$ cat src/rtl/serial_shifter.sv
// serial_shifter: iterative one-bit-per-cycle shift unit feeding the register
// file write port. A result is presented for exactly one cycle in DONE.
// Optional feature: define SERIAL_SHIFTER_ROTATE_EN to turn op 11 into a
// rotate-right. Otherwise op 11 is reserved: it completes without a write.
module serial_shifter #(
  parameter int unsigned WIDTH = 32,
  parameter int unsigned SHW   = 5
) (
  input  logic             clk,
  input  logic             rst,
  input  logic             start,
  input  logic [1:0]       op,
  input  logic [WIDTH-1:0] operand,
  input  logic [SHW-1:0]   shamt,
  input  logic [4:0]       dest,
  output logic             ready,
  output logic             busy,
  output logic             done,
  output logic [4:0]       wad,
  output logic [WIDTH-1:0] wd,
  output logic             write_reg
);

  localparam logic [1:0] OP_SLL = 2'b00;
  localparam logic [1:0] OP_SRL = 2'b01;
  localparam logic [1:0] OP_SRA = 2'b10;
  localparam logic [1:0] OP_ROR = 2'b11;

  typedef enum logic [1:0] {
    ST_IDLE  = 2'd0,
    ST_SHIFT = 2'd1,
    ST_DONE  = 2'd2
  } state_t;

  state_t           state;
  logic [WIDTH-1:0] acc;
  logic [WIDTH-1:0] acc_next;
  logic [SHW-1:0]   cnt;
  logic [1:0]       op_q;
  logic [4:0]       dest_q;
  logic             accept;
  logic             skip_shift;

  // A request is taken whenever the unit is not mid-shift (IDLE or DONE).
  assign accept = start && (state != ST_SHIFT);

  // Zero-length shifts (and the reserved op) complete in a single cycle.
`ifdef SERIAL_SHIFTER_ROTATE_EN
  assign skip_shift = (shamt == '0);
`else
  assign skip_shift = (shamt == '0) || (op == OP_ROR);
`endif

  // Single-bit step of the accumulator for the latched operation.
  always_comb begin
    acc_next = acc;
    case (op_q)
      OP_SLL:  acc_next = {acc[WIDTH-2:0], 1'b0};
      OP_SRL:  acc_next = {1'b0, acc[WIDTH-1:1]};
      OP_SRA:  acc_next = {acc[WIDTH-1], acc[WIDTH-1:1]};
      default: begin
`ifdef SERIAL_SHIFTER_ROTATE_EN
        acc_next = {acc[0], acc[WIDTH-1:1]};
`endif
      end
    endcase
  end

  // Control FSM and datapath registers; reset drops any in-flight result.
  always_ff @(posedge clk or posedge rst) begin
    if (rst) begin
      state  <= ST_IDLE;
      acc    <= '0;
      cnt    <= '0;
      op_q   <= '0;
      dest_q <= '0;
    end else begin
      case (state)
        ST_IDLE, ST_DONE: begin
          if (accept) begin
            acc    <= operand;
            cnt    <= shamt;
            op_q   <= op;
            dest_q <= dest;
            state  <= skip_shift ? ST_DONE : ST_SHIFT;
          end else begin
            state  <= ST_IDLE;
          end
        end
        ST_SHIFT: begin
          acc <= acc_next;
          cnt <= cnt - SHW'(1);
          if (cnt == SHW'(1)) begin
            state <= ST_DONE;
          end
        end
        default: state <= ST_IDLE;
      endcase
    end
  end

  // Outputs decoded from registered state only; write-back fields zero outside DONE.
  assign ready = (state == ST_IDLE) || (state == ST_DONE);
  assign busy  = (state == ST_SHIFT);
  assign done  = (state == ST_DONE);
  assign wd    = done ? acc : '0;
  assign wad   = done ? dest_q : '0;
`ifdef SERIAL_SHIFTER_ROTATE_EN
  assign write_reg = done;
`else
  assign write_reg = done && (op_q != OP_ROR);
`endif

endmodule
$ cat config.mk
export PLATFORM = sky130hd
export DESIGN_NAME = serial_shifter
export DESIGN_NICKNAME = d
export VERILOG_FILES = /design/src/rtl/serial_shifter.sv
export SDC_FILE = /design/constraint.sdc
export NUM_CORES = 1
export LEC_CHECK = 0
export ABC_CLOCK_PERIOD_IN_PS = 1700
export CAP_MARGIN = 40
export CORE_MARGIN = 4
export CORE_UTILIZATION = 30
export DETAILED_ROUTE_END_ITERATION = 8
export GPL_TIMING_DRIVEN = 1
export MAX_ROUTING_LAYER = met4
export PLACE_DENSITY = 0.6
export SLEW_MARGIN = 30
export SYNTH_ARGS = -nofsm -noshare
export SYNTH_HDL_FRONTEND = slang
export SYNTH_SLANG_ARGS = --single-unit
$ cat constraint.sdc
create_clock -name clk -period 1.7 [get_ports clk]
set_clock_uncertainty 0.1 [all_clocks]
set_input_delay 0.34 -clock clk [delete_from_list [all_inputs] [get_ports clk]]
set_output_delay 0.34 -clock clk [all_outputs]
set_load 0.005 [all_outputs]
After elaboration in Yosys (flattened, before gate mapping)
Index checks and enable logic that the tools add are counted.

storage, ports and cells
  register bits = 46
  output and inout bits = 41
  bits of input ports = 47

operators by class
  reductions and logical operators = 13
  $add $sub $neg = 1
  muxes and demuxes = 11
  equal/unequal tests = 13

operator list
  kind                   count
  $pmux W32 S3           1
  $mux W32               2
  $pmux W32 S2           1
  $mux W5                2
  $pmux W5 S2            1
  $eq A2 B2 Y1 const B   3
  $mux W2                3
  $ne A2 B2 Y1 const B   3
  $eq A5 B1 Y1 const B   1
  $logic_not A5 Y1       1
  $sub A5 B1 Y5 const B  1
  $eq A2 B1 Y1 const B   2
  $logic_not A2 Y1       2
  $ne A2 B1 Y1 const B   2
  $ne A4 B1 Y1 const B   1
  $pmux W2 S2            1
  $reduce_and A2 Y1      2
  $reduce_and A4 Y1      1
  $ne A3 B1 Y1 const B   1
  $reduce_and A3 Y1      1
  $logic_and A1 B1 Y1    2
  $logic_or A1 B1 Y1     2
  $reduce_bool A2 Y1     1
  $reduce_or A2 Y1       1

Longest topological paths before layout
Gate-level depths: netlist (run 1).

  depth after elaboration = 5
  gate-level depth with buffers = 6
  mapped depth without buffers = 5

Worst setup path before layout (run 1)
OpenSTA, ideal clock, no wires.

  path type = register -> register
  from = register op_q[0]
  to = register acc[22]
  required time = 1,505 ps
  clock period less this slack = 1,695 ps
  arrival time = 1,500 ps
  cell stages (with the launch flop) = 7
  setup slack = 5 ps
  cells stage by stage = dfrtp_1 inv_1 ha_1 o21a_1 clkbuf_1 a221oi_1 o31ai_1

between the ends
  cells in the longest elaborated chain, start to end = 3
  elaborated cells between the ends (all ways) = 7

ends and longest elaborated chain
  what                                               line  RTL
  start: declaration                                 39    logic [1:0] op_q;
  start signal: assignment                           83    op_q <= op;
  $eq A2 B2 Y1 (tied with other cells)               57    case (op_q)
  $pmux W32 S3 or $ne A4 B1 Y1 (tied branches)       -
  $pmux W32 S2 or $reduce_and A3 Y1 (tied branches)  -
  end signal: assignment                             81    acc <= operand;
  end signal: assignment                             91    acc <= acc_next;
  end: declaration                                   36    logic [WIDTH-1:0] acc;

Parallel ways exist; a longest one is shown, timed or not.
A chain may end at the register's enable or synchronous reset.

Worst setup path in the final report (run 1)
  from = register state[1]
  to = output wd[31]

between the ends
  cells in the longest elaborated chain, start to end = 2

ends and longest elaborated chain
  what                      line  RTL
  start: declaration        35    state_t state;
  start signal: assignment  85    state <= skip_shift ? ST_DONE : ST_SHIFT;
  $eq A2 B2 Y1              105   assign done = (state == ST_DONE);
  $mux W32                  106   assign wd = done ? acc : '0;
  end: declaration          20    output logic [WIDTH-1:0] wd,

Every way passes these cells.

==> results of run 1 <==
placed cells by master (no fill, tap or decap), drive strengths merged, types with 6 or more instances in the layout:
master / count
inv: 10
dfrtp: 46
a221oi: 30
o31ai: 31
and2: 37
nor2: 35
clkbuf: 10
ha: 6
buf: 98
clkdlybuf4s50: 46
nand2: 18
o211ai: 30
per-stage QoR:
| step | setup WS, ps | util [%] |
|---|---|---|
| 5_1_grt | -300 | 58.4 |
| 3_5_place_dp | -222 | 43.6 |
| 6_report | -236 | 58.4 |
| 2_1_floorplan | 4.69 | - |
| 4_1_cts | -347 | 50.5 |
| 3_3_place_gp | -190 | 43.6 |
path summary, 6_finish.rpt:
kind | from | depth (start not counted) | end
worst max-delay path | state[1]$_DFFE_PP0P_ | 6 | wd[31]
worst min-delay path | rst | 3 | acc[18]$_DFFE_PP0P_
worst max register to register | op_q[1]$_DFFE_PP0P_ | 6 | acc[18]$_DFFE_PP0P_
worst min register to register | dest_q[4]$_DFFE_PP0P_ | 2 | dest_q[4]$_DFFE_PP0P_
max in group asynchronous | rst | 3 | op_q[1]$_DFFE_PP0P_
min in group clk | dest_q[4]$_DFFE_PP0P_ | 2 | dest_q[4]$_DFFE_PP0P_
cell type report:
class	count	area, µm²	area share (%)
multi-input combinational	220	2170	40.2
timing repair buffer	150	1770	32.7
sequential	46	1150	21.3
tap	129	161	2.99
clock buffer	5	68.8	1.28
clock inverter	3	45.0	0.835
inverter	10	37.5	0.696
registers in the layout, indices dropped and copies added, names as in the netlist:
register / flops
dest_q: 5
state: 2
acc: 32
op_q: 2
cnt: 5
routing by layer:
layer	wire [µm]	track usage, %	up-vias
met2	5150	26.8	82
met1	4630	23.0	1507
met4	80	3.42	0
met5	0	-	-
li1	-	-	1418
met3	432	3.18	10
what timing repair did:
item	4_1_cts	5_1_grt
pin swaps	16	28
endpoints found under the hold margin	0	0
gates resized for setup	259	112
setup endpoints to repair	73	71
hold buffers	0	0
buffers inserted	16	8
cloned	7	6
cell families (layout without fill, tap and decap cells):
kind of cell / count (synthesis) / in the layout
and+or+nand+nor: 104 / 104
muxes: 5 / 5
DFF: 46 / 46
buffers and inverters: 43 / 168
AOI/OAI and AO/OA: 105 / 105
adders and majority gates: 6 / 6
power breakdown:
part,leakage [nW],internal [W],total (W),switching [W]
logic,1.61,0.00439,0.00836,0.00396
clock network,0.0504,0.000438,0.000847,0.000409
registers,0.566,0.00167,0.00246,0.000796
worst register-to-register path, delay by kind of cell (launching register included):
kind / cells / cell delay (ps)
compound gates: 3 / 660
fa+ha+maj: 1 / 150
flops: 1 / 420
buf+inv: 2 / 310
==> flow_metrics.env, run 1 <==
export IMPL_placed_area_um2=4030
export IMPL_place_gp_congestion=0.748
export IMPL_antenna_found_initial=0
export IMPL_synth_top_area_share_pct=40.3
export IMPL_synth_top_family_by_area="compound AO/OA/AOI/OAI gates"
export IMPL_grt_ovfl_total=0
export IMPL_diodes=0
export IMPL_grtUsageTotal_pct=17.0
export IMPL_async_flop_share_pct=100
export IMPL_cts_tree="done"
export IMPL_cp_slowest_stage_delay_ps=400
export IMPL_dp_hpwl_mm=5.90
export IMPL_setup_ws_ps=-236
export IMPL_viasPerCell=5.36
export IMPL_synth_area_per_cell_um2=9.25
export IMPL_clock_root_buffer="clkbuf_8"
export IMPL_ys_types=36
export IMPL_dieArea_um2=11200
export IMPL_final_cells=563
export IMPL_cts_sinks=46
export IMPL_cp_max_fo=7
export IMPL_max_slew_margin_pct=71.2
export IMPL_muxShareOfSynthArea_pct=1.84
export IMPL_fillCellCount=771
export IMPL_die_height_um=106
export IMPL_synth_compound_gate_area_share_pct=29.4
export IMPL_grt_pass1_vias=2989
export IMPL_synth_cells=309
export IMPL_synth_edf_count=0
export IMPL_floorplan_rows=35
export IMPL_synth_commonest_cells="46 x dfrtp_1, 37 x and2_1, 35 x nor2_1, 31 x o31ai_1"
export IMPL_yosysSeqAreaShare_pct=40.3
export IMPL_htree_levels=2
export IMPL_synth_area_leaders="dfrtp_1 40%, a221oi_1 9.2%, o31ai_1 8.1%, and2_1 8.1%, o211ai_1 7.9%"
export IMPL_critPathLaunchType="register"
export IMPL_clkLatencyLatePin_ps=300
export IMPL_layout_min_cycle_time_ps=1940
export IMPL_core_area_um2=9240
export IMPL_leakagePower_nw=2.23
export IMPL_fin_setup_tns_ps=-7360
export IMPL_cts_clk_slew_worst_paths_ps=100
export IMPL_power_w=0.0117
export IMPL_layout_drive_gt1_share_pct=50.5
export IMPL_period_share_pct=114
export IMPL_cp_required_ps=1260
export IMPL_max_cap_viol_count=0
export IMPL_nets=486
export IMPL_p_per_area_nw_per_um2=2160
export IMPL_final_setup_viol_count=63
export IMPL_cts_buffers=5
export IMPL_crit_path_end_kind="output pin"
export IMPL_hp_class="in -> async"
export IMPL_path_buf_inv=4
export IMPL_io_pin_count=88
export IMPL_final_max_slew_viol_count=0
export IMPL_drt_total_wl_mm=10.3
export IMPL_crit_path_frequent_cell="buf_6"
export IMPL_clockBufferDepth=2
export IMPL_wl_per_cell_um=18.3
export IMPL_synth_seq_cells=46
export IMPL_max_freq_mhz=517
export IMPL_placed_cells=524
export IMPL_hold_violations=0
export IMPL_rrSetupSlack_ps=-70
export IMPL_die_w_um=106
export IMPL_dr_pass1_iters=7
export IMPL_vdd_drop_max_mv=1.17
export IMPL_yosysWarningCount=0
export IMPL_drc_errors=0
export IMPL_slowest_stage="dfrtp_1"
export IMPL_grt_setup_unrepaired="true"
export IMPL_finish_instance_area_um2=5400
export IMPL_violations="setup timing"
export IMPL_synth_main_ff_cell="dfrtp_1"
export IMPL_synth_top_area_cell="dfrtp_1"
export IMPL_synth_most_common_cell="dfrtp_1"
export IMPL_fin_worst_hold_slack_ps=278
export IMPL_crit_chain="and2b_4, buf_6, buf_6, buf_12, and2_4, buf_6"
export IMPL_worstMarginPinSlew_ps=426
export IMPL_drt_initial_drc_count=118
export IMPL_synth_xor_area_share_pct=0
export IMPL_synth_fa_ha_area_share_pct=2.63
export IMPL_grt_pass1_wl_mm=15.2
export IMPL_io_buffer_count=87
export IMPL_drtAntennaViolNets=0
export IMPL_cp_top_family="buffers and inverters"
export IMPL_syn_nets=362
export IMPL_path_class="reg -> out"
export IMPL_yosys_area_share_simple_pct=18.6
export IMPL_start_util_pct=30.9
export IMPL_grt_max_degree=47
export IMPL_num_vias=3017
export IMPL_worstPathArrival_ps=1500
export IMPL_synth_area_um2=2860
export IMPL_status="finished, violations left"
export IMPL_syn2layout_area_growth_pct=88.8
(Power assumes the default switching activity.)
==> inputs of run 2 (changes only) <==
Settings changed: CTS_CLUSTER_DIAMETER set to 100, TNS_END_PERCENT set to 100.
==> results of run 2 <==
Same layout as run 1: the final DEF is identical, and so are final timing and power.
